<file path="src/rtl/instruction_decode.sv">
// LEGv8 decode stage: classifies the instruction, drives datapath controls and the
// sign-extended immediate, reads the 32x64 register file and resolves B/CBZ/CBNZ.
module instruction_decode (
  input  logic [31:0] Instruction,
  input  logic [63:0] PC,
  output logic        PCSrc,
  output logic [63:0] BranchAddress,
  input  logic        Clk,
  input  logic        Reset_n,
  input  logic        RegWriteIn,
  input  logic [4:0]  WriteReg,
  input  logic [63:0] WriteData,
  output logic [63:0] ReadData1,
  output logic [63:0] ReadData2,
  output logic [63:0] SignExtImm,
  output logic        Reg2Loc,
  output logic        ALUSrc,
  output logic        MemtoReg,
  output logic        RegWrite,
  output logic        MemRead,
  output logic        MemWrite,
  output logic        Branch,
  output logic [1:0]  ALUOp
);

  typedef enum logic [2:0] {
    I_NONE, I_RTYPE, I_IMM, I_LDUR, I_STUR, I_B, I_CBZ, I_CBNZ
  } iclass_t;

  iclass_t     iclass;
  logic [10:0] opc;
  logic [63:0] regs [0:31];
  logic [4:0]  rn;
  logic [4:0]  rsel2;
  logic        taken;

  assign opc = Instruction[31:21];

  // HALT (all ones) matches none of the patterns and falls through to I_NONE.
  always_comb begin
    iclass = I_NONE;
    if (opc inside {11'b10001011000, 11'b11001011000, 11'b10001010000, 11'b10101010000})
      iclass = I_RTYPE;
    else if (opc[10:1] inside {10'b1001000100, 10'b1101000100})
      iclass = I_IMM;
    else if (opc == 11'b11111000010)
      iclass = I_LDUR;
    else if (opc == 11'b11111000000)
      iclass = I_STUR;
    else if (opc[10:5] == 6'b000101)
      iclass = I_B;
    else if (opc[10:3] == 8'b10110100)
      iclass = I_CBZ;
    else if (opc[10:3] == 8'b10110101)
      iclass = I_CBNZ;
  end

  always_comb begin
    Reg2Loc    = 1'b0;
    ALUSrc     = 1'b0;
    MemtoReg   = 1'b0;
    RegWrite   = 1'b0;
    MemRead    = 1'b0;
    MemWrite   = 1'b0;
    Branch     = 1'b0;
    ALUOp      = 2'b00;
    SignExtImm = '0;
    unique case (iclass)
      I_RTYPE: begin
        RegWrite = 1'b1;
        ALUOp    = 2'b10;
      end
      I_IMM: begin
        RegWrite   = 1'b1;
        ALUSrc     = 1'b1;
        ALUOp      = 2'b10;
        SignExtImm = {52'd0, Instruction[21:10]};
      end
      I_LDUR: begin
        ALUSrc     = 1'b1;
        MemtoReg   = 1'b1;
        RegWrite   = 1'b1;
        MemRead    = 1'b1;
        SignExtImm = {{55{Instruction[20]}}, Instruction[20:12]};
      end
      I_STUR: begin
        Reg2Loc    = 1'b1;
        ALUSrc     = 1'b1;
        MemWrite   = 1'b1;
        SignExtImm = {{55{Instruction[20]}}, Instruction[20:12]};
      end
      I_B: begin
        Branch     = 1'b1;
        SignExtImm = {{38{Instruction[25]}}, Instruction[25:0]};
      end
      I_CBZ, I_CBNZ: begin
        Reg2Loc    = 1'b1;
        Branch     = 1'b1;
        ALUOp      = 2'b01;
        SignExtImm = {{45{Instruction[23]}}, Instruction[23:5]};
      end
      default: ;
    endcase
  end

  always_ff @(posedge Clk or negedge Reset_n) begin
    if (!Reset_n) begin
      for (int unsigned i = 0; i < 32; i++)
        regs[i] <= '0;
    end else if (RegWriteIn && WriteReg != 5'd31) begin
      regs[WriteReg] <= WriteData;
    end
  end

  // Reads are gated so XZR and in-reset reads are zero independent of array contents.
  assign rn        = Instruction[9:5];
  assign rsel2     = Reg2Loc ? Instruction[4:0] : Instruction[20:16];
  assign ReadData1 = (!Reset_n || rn == 5'd31) ? '0 : regs[rn];
  assign ReadData2 = (!Reset_n || rsel2 == 5'd31) ? '0 : regs[rsel2];

  assign taken = (iclass == I_B)
              || (iclass == I_CBZ  && ReadData2 == '0)
              || (iclass == I_CBNZ && ReadData2 != '0);
  assign PCSrc         = Reset_n && taken;
  assign BranchAddress = PC + (SignExtImm << 2);

endmodule

</file>
<file path="config.mk">
export PLATFORM = sky130hd
export DESIGN_NAME = instruction_decode
export DESIGN_NICKNAME = d
export VERILOG_FILES = /design/src/rtl/instruction_decode.sv
export SDC_FILE = /design/constraint.sdc
export NUM_CORES = 2
export LEC_CHECK = 0
export BUFFER_PORTS_ARGS = -buffer_cell sky130_fd_sc_hd__buf_2
export CAP_MARGIN = 20
export CORE_MARGIN = 2
export CORE_UTILIZATION = 30
export CTS_BUF_LIST = sky130_fd_sc_hd__clkbuf_16
export DETAILED_ROUTE_END_ITERATION = 8
export PLACE_DENSITY = 0.54
export SKIP_CTS_REPAIR_TIMING = 1
export SYNTH_ARGS = -nofsm -noshare
export SYNTH_HDL_FRONTEND = slang
export SYNTH_SLANG_ARGS = --single-unit
</file>
<file path="constraint.sdc">
create_clock -name Clk -period 6.36 [get_ports Clk]
set_input_delay 0 -clock Clk [delete_from_list [all_inputs] [get_ports Clk]]
set_output_delay 0 -clock Clk [all_outputs]
set_load 0.02 [all_outputs]
</file>
==> summary.md <==
| Metric | Value |
|---|---|
| First-pass GRT wire length | `628000 microns` |
| FMAX | `roughly 160 MHz` |
| Largest registers | `regs x2048` |
| Number of port buffers | `about 430` |
| Clock Path Buffers | `4` |
| CP max stage cell | `nor3_1` |
| Ys Warns | `0` |
| Die area | `0.389 sq mm` |
| Synth area leader | `dfrtp_1` |
| Final TNS setup | `0 ns` |
| Max reg flops | `2048` |
| Final Skew | `0 ns` |
| Yosys reg bits | `between 2000 and 2500` |
| Share of cells above drive strength 1 | `38.7%` |
| WL/cell | `29.8 microns` |
| Final min period | `6.24 ns` |
| Largest delay contributor family on the critical path | `simple AND/OR/NAND/NOR gates` |
| Top_reg_cell synth | `dfrtp_1` |
| Relative slew slack | `20.6%` |
| Vias in the first global route | `86000` |
| CP Buf/Inv Count | `6` |
| Worst path arrival time | `6.24 ns` |
| Clock sinks | `between 2000 and 2500` |
| 1st-pass router iterations | `6` |
| Clock Latency Late Sink | `0.88 ns` |
| Syn_area_per_cell | `12.2 sq um` |
| Syn-to-layout area delta | `13.1%` |
| Num rows | `227` |
| Synth Instances | `9468` |
| Remaining Overflow, GRT | `0` |
| Routed via count | `85100` |
| Initial antenna violation count | `47` |
| Post-synth top cells | `2048 x dfrtp_1, 1984 x mux2_2, 1382 x nand2_1, 647 x clkbuf_1, 640 x mux4_2` |
| Placer Congestion | `0.913` |
| Die height | `624 microns` |
| Maxcap violations | `0` |
| Period utilization | `98.1%` |
| Critical path required time | `6.36 ns` |
| Count leader, synth | `dfrtp_1` |
| Final hold violations | `0` |
| Crit path cell chain | `buf_2 > or3_1 > o211ai_2 > o211a_4 > buf_12 > buf_12 > buf_4 > mux2i_1 > o2111ai_1 > o22ai_1 > nor4_1 > nand4_1 > nor3_1 > buf_4 > and4_1 > a21oi_1 > nand3b_1 > buf_2` |
| Die Width | `624 microns` |
| CP Max Fanout | `38` |
| Fin. max-slew vios | `0` |
| CP endpoint kind | `output pin` |
| Mapped Area | `around 0.12 sq mm` |
| Iteration-0 DRC Markers | `8438` |
| Yosys top cell area share | `between 40% and 50%` |
| Root buf cell | `clkbuf_16` |
| Main area contributors after synthesis | `dfrtp_1 44%, mux2_2 19%, mux4_2 13%` |
| RSZ-0062 raised after global routing | `no` |
| Final setup fails | `0` |
| Biggest register | `regs` |
| Setup CP Type | `in2out` |
| Status | `complete, no violations` |
| Maximum vdd ir drop | `around 240 uV` |
| TritonCTS clock tree | `built` |
| Yosys cell types | `slightly below 90` |
| Gr usage total | `21.8%` |
| Antenna Violating Nets Remaining | `0` |
| Mapped Nets | `9698` |
| Core area | `~0.38 sq mm` |
| Post-synthesis sequential area ratio | `44.5%` |
| Initial Util | `30.1%` |
| Placed Cells | `14200` |
| Hold Crit Class | `in2out` |
| Pin count of the biggest net entering global routing | `175` |
| Drt drc | `0` |
| Fillers | `37300` |
| Final Instance Count excl. Fillers | `14700` |
| Worst Tran Pin Value | `1.19 ns` |
| Vias per inst | `5.80` |
| Power per Cell Area | `roughly 300 mW/mm^2` |
| IO Count | `between 400 and 500` |
| Setup crit start kind | `primary input` |
| Final HPWL DP | `260000 microns` |
| Async S/R FF share, synth | `100%` |
| EDFF count, synth | `0` |
| Final net count | `about 9700` |
| CTS buffer count | `230` |
| Final Routed Wirelength | `between 400000 and 500000 microns` |
| Critical Path Max Stage Delay | `0.88 ns` |
| Htree depth | `4` |
| Leak | `0.0579 uW` |
[where the power goes]
| group | switching, uW | total, uW | internal (uW) |
|---|---|---|---|
| sequential | 1910 | 17400 | 15500 |
| combinational | 4240 | 8790 | 4550 |
| clock | 5580 | 12800 | 7200 |
[worst register-to-register path, delay by kind of cell (launching register included)]
kind	cells	cell delay, ns
flops	1	0.39
mux	1	0.27
buf+inv	1	0.57
[cells by family (layout without fill, tap and decap cells)]
| group | Yosys count | after routing | share of synthesized area, % |
|---|---|---|---|
| DFF | 2048 | 2048 | 44.5 |
| and+or+nand+nor | 2326 | 2326 | 8.82 |
| buffers and inverters | 1045 | 1202 | 4.01 |
| other | 0 | 17 | 0 |
| xor gates and xnor gates | 56 | 56 | 0.426 |
| AOI/OAI and AO/OA | 718 | 718 | 4.60 |
| muxes | 3213 | 3213 | 37.0 |
| adders and majority gates | 62 | 62 | 0.680 |
[cell type report]
| class | count | area (sq um) | area share (%) |
|---|---|---|---|
| clock inverters | 170 | 1140 | 0.875 |
| repair buffers | 774 | 5870 | 4.50 |
| well taps | 5038 | 6300 | 4.84 |
| flip-flops and latches | 2048 | 51200 | 39.3 |
| multi-input cells | 6375 | 59800 | 45.9 |
| inverters | 24 | 90.1 | 0.0691 |
| diodes | 17 | 42.5 | 0.0326 |
| clock buffers | 234 | 5860 | 4.49 |
[metrics by stage]
step	hold WS, ns	total power (uW)	setup WS, ns	cell area, sq um	utilization (%)
floorplan	-0.296	23200	0.536	115000	-
global placement	-0.0541	25800	0.0697	122000	32.0
detailed placement	-0.0541	26300	0.0755	122000	32.0
CTS	-1.03	39100	0.0623	129000	33.8
global route	0.0000390	40700	0.0847	130000	34.1
finish	0.00000882	39000	0.122	130000	34.1
[worst paths after layout]
path	start	end	slack, ns	cells after the start
min in group asynchronous	Reset_n	regs[2008]	0.43	4
max in group asynchronous	Reset_n	regs[697]	2.35	7
setup reg to reg	regs[192]	regs[192]	5.02	2
hold / removal	PC[0]	BranchAddress[0]	0.000009	0
hold reg to reg	regs[55]	regs[55]	0.40	0
setup / recovery	Instruction[21]	PCSrc	0.12	18
[placed cells by master (no fill, tap or decap), types with 69 or more instances in the layout]
master / count
dfrtp_1: 2048
and3_1: 69
buf_4: 203
nand2_1: 1366
clkbuf_16: 234
dlygate4sd3_1: 75
nand4_1: 183
mux2i_1: 589
mux4_2: 640
a21oi_1: 134
nor2_1: 203
inv_1: 82
mux2_2: 1984
nand3_1: 321
buf_2: 423
[layer usage]
layer	part of all wire (%)	up-vias	track usage, %	wire (microns)
li1	-	34900	-	-
met1	41	45200	28.3	178000
met2	47	4022	35.8	208000
met3	7.1	949	3.54	31200
met4	4.9	20	9.71	21300
met5	0.030	-	0	132
Note: power is estimated with default switching activity, not from simulation.
